$ cat config.mk
export PLATFORM = sky130hd
export DESIGN_NAME = cdb_arbiter_flat
export DESIGN_NICKNAME = d
export VERILOG_FILES = /design/src/rtl/cdb_arbiter_if.sv /design/src/rtl/cdb_arbiter.sv /design/src/flat_wrapper.sv
export SDC_FILE = /design/constraint.sdc
export NUM_CORES = 1
export LEC_CHECK = 0
export BUFFER_PORTS_ARGS = -buffer_cell sky130_fd_sc_hd__buf_2
export CAP_MARGIN = 20
export CORE_MARGIN = 4
export CORE_UTILIZATION = 55
export CTS_CLUSTER_SIZE = 28
export DETAILED_ROUTE_END_ITERATION = 10
export HOLD_SLACK_MARGIN = 0.12
export PLACE_DENSITY = 0.81
export SKIP_LAST_GASP = 1
export SYNTH_ARGS = -nofsm -noshare
export SYNTH_HDL_FRONTEND = slang
export SYNTH_SLANG_ARGS = --single-unit
export TNS_END_PERCENT = 1
$ cat constraint.sdc
create_clock -name clk_i -period 4.8 [get_ports clk_i]
set_input_delay 0.96 -clock clk_i [delete_from_list [all_inputs] [get_ports clk_i]]
set_output_delay 0.96 -clock clk_i [all_outputs]
set_load 0.01 [all_outputs]
$ cat src/rtl/cdb_arbiter_if.sv
// Result-source and common-data-bus signal bundle for cdb_arbiter.
// Lane index 0=int, 1=mult, 2=div, 3=mem.
interface cdb_arbiter_if #(
  parameter int TAG_W  = 6,
  parameter int DATA_W = 32
);
  logic [3:0]             src_valid;
  logic [3:0][TAG_W-1:0]  src_tag;
  logic [3:0][DATA_W-1:0] src_data;
  logic [3:0]             src_ready;
  logic                   cdb_valid;
  logic [TAG_W-1:0]       cdb_tag;
  logic [DATA_W-1:0]      cdb_data;

  modport master (
    output src_valid, src_tag, src_data,
    input  src_ready, cdb_valid, cdb_tag, cdb_data
  );
  modport slave (
    input  src_valid, src_tag, src_data,
    output src_ready, cdb_valid, cdb_tag, cdb_data
  );
endinterface

$ cat src/rtl/cdb_arbiter.sv
// Common-data-bus arbiter: four per-source result FIFOs drained one per cycle
// in round-robin order onto a registered broadcast bus.
module cdb_fifo #(
  parameter int TAG_W  = 6,
  parameter int DATA_W = 32,
  parameter int DEPTH  = 2
) (
  input  logic              clk_i,
  input  logic              rst_ni,
  input  logic              flush_i,
  input  logic              push_i,
  input  logic [TAG_W-1:0]  tag_i,
  input  logic [DATA_W-1:0] data_i,
  input  logic              pop_i,
  output logic              ready_o,
  output logic              empty_o,
  output logic [TAG_W-1:0]  tag_o,
  output logic [DATA_W-1:0] data_o
);
  localparam int PTR_W = $clog2(DEPTH);
  localparam int CNT_W = PTR_W + 1;

  typedef struct packed {
    logic [TAG_W-1:0]  tag;
    logic [DATA_W-1:0] data;
  } ent_t;

  ent_t             mem_q [DEPTH];
  logic [PTR_W-1:0] wr_ptr_q, wr_ptr_d, rd_ptr_q, rd_ptr_d;
  logic [CNT_W-1:0] cnt_q, cnt_d;
  logic             wr_en, rd_en;

  // ready depends only on the count register, so a pop frees space next cycle
  assign ready_o = cnt_q < CNT_W'(DEPTH);
  assign empty_o = cnt_q == '0;
  assign wr_en   = push_i & ready_o & ~flush_i;
  assign rd_en   = pop_i & ~empty_o & ~flush_i;
  assign tag_o   = mem_q[rd_ptr_q].tag;
  assign data_o  = mem_q[rd_ptr_q].data;

  always_comb begin
    wr_ptr_d = wr_ptr_q;
    rd_ptr_d = rd_ptr_q;
    cnt_d    = cnt_q;
    if (flush_i) begin
      wr_ptr_d = '0;
      rd_ptr_d = '0;
      cnt_d    = '0;
    end else begin
      if (wr_en) wr_ptr_d = wr_ptr_q + PTR_W'(1);
      if (rd_en) rd_ptr_d = rd_ptr_q + PTR_W'(1);
      case ({wr_en, rd_en})
        2'b10:   cnt_d = cnt_q + CNT_W'(1);
        2'b01:   cnt_d = cnt_q - CNT_W'(1);
        default: cnt_d = cnt_q;
      endcase
    end
  end

  always_ff @(posedge clk_i or negedge rst_ni) begin
    if (!rst_ni) begin
      wr_ptr_q <= '0;
      rd_ptr_q <= '0;
      cnt_q    <= '0;
    end else begin
      wr_ptr_q <= wr_ptr_d;
      rd_ptr_q <= rd_ptr_d;
      cnt_q    <= cnt_d;
    end
  end

  always_ff @(posedge clk_i) begin
    if (wr_en) mem_q[wr_ptr_q] <= '{tag: tag_i, data: data_i};
  end
endmodule

module cdb_arbiter #(
  parameter int TAG_W  = 6,
  parameter int DATA_W = 32,
  parameter int DEPTH  = 2
) (
  input  logic          clk_i,
  input  logic          rst_ni,
  input  logic          flush_i,
  cdb_arbiter_if.slave  bus
);
  localparam int NUM_SRC = 4;

  logic [NUM_SRC-1:0]             empty, pop, rdy;
  logic [NUM_SRC-1:0][TAG_W-1:0]  head_tag;
  logic [NUM_SRC-1:0][DATA_W-1:0] head_data;
  logic [1:0]                     rr_q, rr_d, gnt_idx, idx;
  logic                           gnt_vld;
  logic                           vld_q, vld_d;
  logic [TAG_W-1:0]               tag_q, tag_d;
  logic [DATA_W-1:0]              data_q, data_d;

  for (genvar g = 0; g < NUM_SRC; g++) begin : g_src
    cdb_fifo #(.TAG_W(TAG_W), .DATA_W(DATA_W), .DEPTH(DEPTH)) u_fifo (
      .clk_i   (clk_i),
      .rst_ni  (rst_ni),
      .flush_i (flush_i),
      .push_i  (bus.src_valid[g]),
      .tag_i   (bus.src_tag[g]),
      .data_i  (bus.src_data[g]),
      .pop_i   (pop[g]),
      .ready_o (rdy[g]),
      .empty_o (empty[g]),
      .tag_o   (head_tag[g]),
      .data_o  (head_data[g])
    );
  end

  // First non-empty lane scanning upward from rr, wrapping 3->0
  always_comb begin
    gnt_vld = 1'b0;
    gnt_idx = rr_q;
    idx     = '0;
    for (int i = 0; i < NUM_SRC; i++) begin
      idx = rr_q + 2'(i);
      if (!gnt_vld && !empty[idx]) begin
        gnt_vld = 1'b1;
        gnt_idx = idx;
      end
    end
  end

  always_comb begin
    pop    = '0;
    rr_d   = rr_q;
    vld_d  = 1'b0;
    tag_d  = tag_q;
    data_d = data_q;
    if (flush_i) begin
      rr_d = '0;
    end else if (gnt_vld) begin
      pop[gnt_idx] = 1'b1;
      vld_d        = 1'b1;
      tag_d        = head_tag[gnt_idx];
      data_d       = head_data[gnt_idx];
      rr_d         = gnt_idx + 2'd1;
    end
  end

  always_ff @(posedge clk_i or negedge rst_ni) begin
    if (!rst_ni) begin
      rr_q   <= '0;
      vld_q  <= 1'b0;
      tag_q  <= '0;
      data_q <= '0;
    end else begin
      rr_q   <= rr_d;
      vld_q  <= vld_d;
      tag_q  <= tag_d;
      data_q <= data_d;
    end
  end

  assign bus.src_ready = rdy;
  assign bus.cdb_valid = vld_q;
  assign bus.cdb_tag   = tag_q;
  assign bus.cdb_data  = data_q;
endmodule

$ cat src/flat_wrapper.sv
// flat-port wrapper written by rule: the top's interface ports become plain ports
module cdb_arbiter_flat 
#(
  parameter int TAG_W  = 6,
  parameter int DATA_W = 32,
  parameter int DEPTH  = 2
)
  (clk_i, rst_ni, flush_i, bus_src_valid, bus_src_tag, bus_src_data, bus_src_ready, bus_cdb_valid, bus_cdb_tag, bus_cdb_data);
  cdb_arbiter_if #(.TAG_W(TAG_W), .DATA_W(DATA_W)) bus_i ();
  input  logic clk_i;
  input  logic rst_ni;
  input  logic flush_i;
  input wire logic [$bits(bus_i.src_valid)-1:0] bus_src_valid;
  input wire logic [$bits(bus_i.src_tag)-1:0] bus_src_tag;
  input wire logic [$bits(bus_i.src_data)-1:0] bus_src_data;
  output wire logic [$bits(bus_i.src_ready)-1:0] bus_src_ready;
  output wire logic [$bits(bus_i.cdb_valid)-1:0] bus_cdb_valid;
  output wire logic [$bits(bus_i.cdb_tag)-1:0] bus_cdb_tag;
  output wire logic [$bits(bus_i.cdb_data)-1:0] bus_cdb_data;
  assign bus_i.src_valid = bus_src_valid;
  assign bus_i.src_tag = bus_src_tag;
  assign bus_i.src_data = bus_src_data;
  assign bus_src_ready = bus_i.src_ready;
  assign bus_cdb_valid = bus_i.cdb_valid;
  assign bus_cdb_tag = bus_i.cdb_tag;
  assign bus_cdb_data = bus_i.cdb_data;
  cdb_arbiter #(.TAG_W(TAG_W), .DATA_W(DATA_W), .DEPTH(DEPTH)) u_core (.clk_i(clk_i), .rst_ni(rst_ni), .flush_i(flush_i), .bus(bus_i));
endmodule
==> out/metrics.json <==
{
  "clocking": {
    "cts_made_buffers": 37,
    "cts.repair.resized": 0,
    "cts_sinks": 361,
    "htreeDepth": 2,
    "postCtsSetupRepairBufs": 0,
    "post_cts_hold_buffer_count": 0,
    "clkTransAtPathRegs_ns": 0.06,
    "cts_root_buffer": "sky130_fd_sc_hd__clkbuf_16",
    "clkLatencyLatePin_ns": 0.52,
    "tritoncts": "built",
    "clockBufferDepth": 3
  },
  "timing": {
    "max_clock_freq_mhz": 363.9,
    "slew_viol_final": 0,
    "maxSlewHeadroom_pct": 17.46,
    "actual_transition_at_the_worst_max_transition_pin_ns": 1.238,
    "timing.clock.skew_ns": 0.01839,
    "final.min_clock_period_ns": 2.748,
    "timing.final.crit_share_pct": 57.25,
    "totalNegativeSetupSlack_ns": 0,
    "finalHoldViolations": 0,
    "finalSetupViolCount": 0,
    "rsz0062_at_grt": "no"
  },
  "pwr": {
    "p_int_mw": 6.921,
    "clock_power_share_pct": 30.2,
    "total_leakage_power_nw": 5.984,
    "p_per_area_nw_per_um2": 604.8,
    "vdd.ir_drop.worst_mv": 0.4012,
    "pwr-share-seq_pct": 40.6,
    "p_sw_share_pct": 32.25,
    "combPwrFrac_pct": 29.1,
    "p_switching_mw": 3.294
  },
  "critical_path": {
    "worstSetupPathType": "flop to flop",
    "cp.required_ns": 5.19,
    "critical_path_peak_fanout": 22,
    "cp_data_arrival_time_ns": 3.13,
    "startpoint_type": "flop",
    "ff2ff_setup_slack_ns": 2.05,
    "endpoint_kind": "flop"
  },
  "routing": {
    "wirelength_um": 31790,
    "vias": 8200,
    "routed_wire_length_per_instance_um": 22.18,
    "viasPerCell": 5.722,
    "drc": 0,
    "drt_iter0_drc": 767,
    "tritonroute_pass_1_iters": 5,
    "antenna_violating_nets_post_route": 0
  },
  "synthesis": {
    "yosysWarningCount": 0,
    "cell_taking_the_most_area_after_synthesis": "sky130_fd_sc_hd__edfxtp_1",
    "post_synth_mux_area_share_pct": 11.01,
    "synth_compound_gate_area_share_pct": 8.404,
    "synth_simple_gate_area_share_pct": 3.477,
    "postSynthNetCount": 1038,
    "synth_ff_type": "sky130_fd_sc_hd__edfxtp_1",
    "synth_async_sr_flop_share_pct": 15.79,
    "post_synth_num_cell_types": 48,
    "synthXorXnorAreaFrac_pct": 0.7991,
    "netlist.area_leader.share_pct": 64.07,
    "post_synth_main_area_contributors": "sky130_fd_sc_hd__edfxtp_1 64%, sky130_fd_sc_hd__dfrtp_1 10%, sky130_fd_sc_hd__mux2i_1 8.0%",
    "portion_of_the_post_synthesis_area_used_by_sequential_elements_pct": 74.08,
    "synth_fa_ha_area_share_pct": 0,
    "synth_top_family_by_area": "multiplexers",
    "syn-cell-area_um2": 14250,
    "syn_area_cell_um2": 16.21,
    "synth-seq-cells": 361,
    "number_of_synthesized_flops_with_an_enable_pin": 304,
    "postSynthCellCount": 879
  },
  "run_status": {
    "outcome": "finished clean"
  },
  "final_layout": {
    "area.growth.synth_to_final_pct": 18.55,
    "layout_cell_share_with_drive_strength_beyond_1_pct": 30.73,
    "final_cells": 1433,
    "nNetsFinal": 1233,
    "sequential_cell_area_um2": 10560,
    "antennaDiodeCount": 0,
    "multi_input_gate_area_um2": 3426,
    "layout.filler_cells": 1758
  },
  "floorplanning": {
    "initial_utilization_pct": 56.26,
    "num_rows": 58,
    "io_pins": 202,
    "fp.coreArea_um2": 25330,
    "die_area_um2": 28550,
    "die_y_um": 169.0,
    "dieWidth_um": 169.0
  },
  "placement": {
    "hpwl_um": 21470,
    "gp_congestion": 0.8763,
    "dp.cells": 1363,
    "io_buffer_count": 201
  },
  "global_routing": {
    "number_of_antenna_violations_at_the_first_check_in_global_routing": 2,
    "vias_in_the_first_global_route": 8211,
    "grt_pass1_wl_um": 46200,
    "track_usage_pct": 21.60,
    "overflow": 0,
    "grt_start_max_net_pins": 58
  },
  "worst_hold_path": {
    "hold_path_class": "flop to flop"
  },
  "flow_run": {
    "reported_max_cap_violation_count": 0
  }
}
[path summary, 6_finish.rpt]
kind	startpoint	end	cells after the start
hold reg to reg	u_core.bus.cdb_data[0]$_DFFE_PN0P_	u_core.bus.cdb_data[0]$_DFFE_PN0P_	2
hold / removal	u_core.bus.cdb_data[0]$_DFFE_PN0P_	u_core.bus.cdb_data[0]$_DFFE_PN0P_	2
setup reg to reg	u_core.g_src[0].u_fifo.cnt_q[1]$_DFFE_PN0P_	u_core.bus.cdb_data[14]$_DFFE_PN0P_	7
min in group asynchronous	rst_ni	u_core.g_src[0].u_fifo.cnt_q[1]$_DFFE_PN0P_	2
setup / recovery	u_core.g_src[0].u_fifo.cnt_q[1]$_DFFE_PN0P_	u_core.bus.cdb_data[14]$_DFFE_PN0P_	7
max in group asynchronous	rst_ni	u_core.g_src[1].u_fifo.rd_ptr_q$_DFFE_PN0P_	2
[per-layer routing]
metal  vias up  track usage (%)  wire length (µm)
met5         -                0                33
met4         4            5.328               682
met3        56            5.255              2509
met2       342            38.54             16720
met1      3992            26.65             11840
li1       3806                -                 -
[placed cells by master, fill, tap and decap left out, types with 4 or more instances in the layout]
| master | count |
|---|---|
| sky130_fd_sc_hd__mux2_2 | 38 |
| sky130_fd_sc_hd__buf_2 | 201 |
| sky130_fd_sc_hd__xor2_1 | 4 |
| sky130_fd_sc_hd__clkinv_1 | 4 |
| sky130_fd_sc_hd__inv_1 | 5 |
| sky130_fd_sc_hd__xnor2_1 | 9 |
| sky130_fd_sc_hd__o21ai_0 | 39 |
| sky130_fd_sc_hd__dfrtp_2 | 4 |
| sky130_fd_sc_hd__bufinv_16 | 7 |
| sky130_fd_sc_hd__clkbuf_16 | 39 |
| sky130_fd_sc_hd__nor2b_1 | 5 |
| sky130_fd_sc_hd__a31oi_1 | 38 |
| sky130_fd_sc_hd__clkbuf_8 | 4 |
| sky130_fd_sc_hd__buf_4 | 13 |
| sky130_fd_sc_hd__o211ai_1 | 12 |
| sky130_fd_sc_hd__mux2i_1 | 114 |
| sky130_fd_sc_hd__clkinv_2 | 7 |
| sky130_fd_sc_hd__nand2_1 | 14 |
| sky130_fd_sc_hd__a21oi_1 | 39 |
| sky130_fd_sc_hd__dfrtp_1 | 53 |
| sky130_fd_sc_hd__nor2_1 | 56 |
| sky130_fd_sc_hd__clkbuf_1 | 4 |
| sky130_fd_sc_hd__edfxtp_1 | 304 |
| sky130_fd_sc_hd__o22a_1 | 35 |
[critical path, stage by stage, from the launching register on]
cell and delay (ns):
sky130_fd_sc_hd__dfrtp_1 0.46, sky130_fd_sc_hd__nor2_1 0.32, sky130_fd_sc_hd__o21ai_0 0.21, sky130_fd_sc_hd__a221oi_4 0.92
sky130_fd_sc_hd__buf_4 0.39, sky130_fd_sc_hd__a21oi_1 0.07, sky130_fd_sc_hd__o21ai_0 0.12, sky130_fd_sc_hd__a31oi_1 0.12
[cells by family (layout without fill, tap and decap cells)]
logic type | count (synthesis) | in the layout
flops | 361 | 361
buf+inv | 65 | 289
compound gates | 183 | 183
xor+xnor | 13 | 13
mux | 152 | 152
simple gates | 105 | 105
[power groups by stage]
| stage | clock [mW] | sequential (mW) | combinational (mW) |
|---|---|---|---|
| detailed placement | 0 | 4.20 | 2.97 |
| global route | 3.27 | 4.19 | 3.24 |
| finish | 3.09 | 4.15 | 2.98 |
| CTS | 3.13 | 4.15 | 2.99 |
| floorplan | 0 | 4.10 | 2.12 |
| global placement | 0 | 4.18 | 2.90 |
[metrics by stage]
step	utilization [%]	hold slack, ns	area (µm²)	worst slack (ns)	total power, mW
global placement	61.28	0.5313	15520	1.935	7.084
CTS	66.53	0.5519	16850	2.074	10.27
floorplan	-	0.5193	14250	0.1169	6.226
global route	66.69	0.5771	16890	1.888	10.70
detailed placement	61.28	0.5402	15520	1.832	7.176
finish	66.69	0.5446	16890	2.052	10.22
[sequential cells by signal, summed over array words and instances, names as in the netlist]
name	count
u_core.g_src.u_fifo.rd_ptr_q	4
u_core.g_src.u_fifo.mem_q	304
u_core.g_src.u_fifo.wr_ptr_q	4
u_core.rr_q	2
u_core.bus.cdb_tag	6
u_core.g_src.u_fifo.cnt_q	8
u_core.bus.cdb_data	32
u_core.bus.cdb_valid	1
[synth_stat cells (all sizes together) (2+ instances only)]
master	number
clkbuf	29
buf	31
or2	5
xor2	4
a21oi	40
mux2	38
nor2	58
inv	5
nand2	14
a221oi	2
xnor2	9
nor2b	6
nand3	3
nor3	5
a31oi	38
and2	2
dfrtp	57
o21ai	41
mux2i	114
nor3b	4
and3b	2
o22a	38
o21a	2
o211ai	12
or3	2
edfxtp	304
and3	2
a211oi	2
[layout make-up]
| cell class | count | area share (%) |
|---|---|---|
| multi-input cells | 453 | 20.28 |
| clock inverters | 21 | 1.681 |
| inverters | 5 | 0.1111 |
| well taps | 330 | 2.444 |
| repair buffers | 216 | 6.770 |
| flip-flops and latches | 361 | 62.52 |
| clock buffers | 47 | 6.193 |
Note: power is estimated with default switching activity, not from simulation.
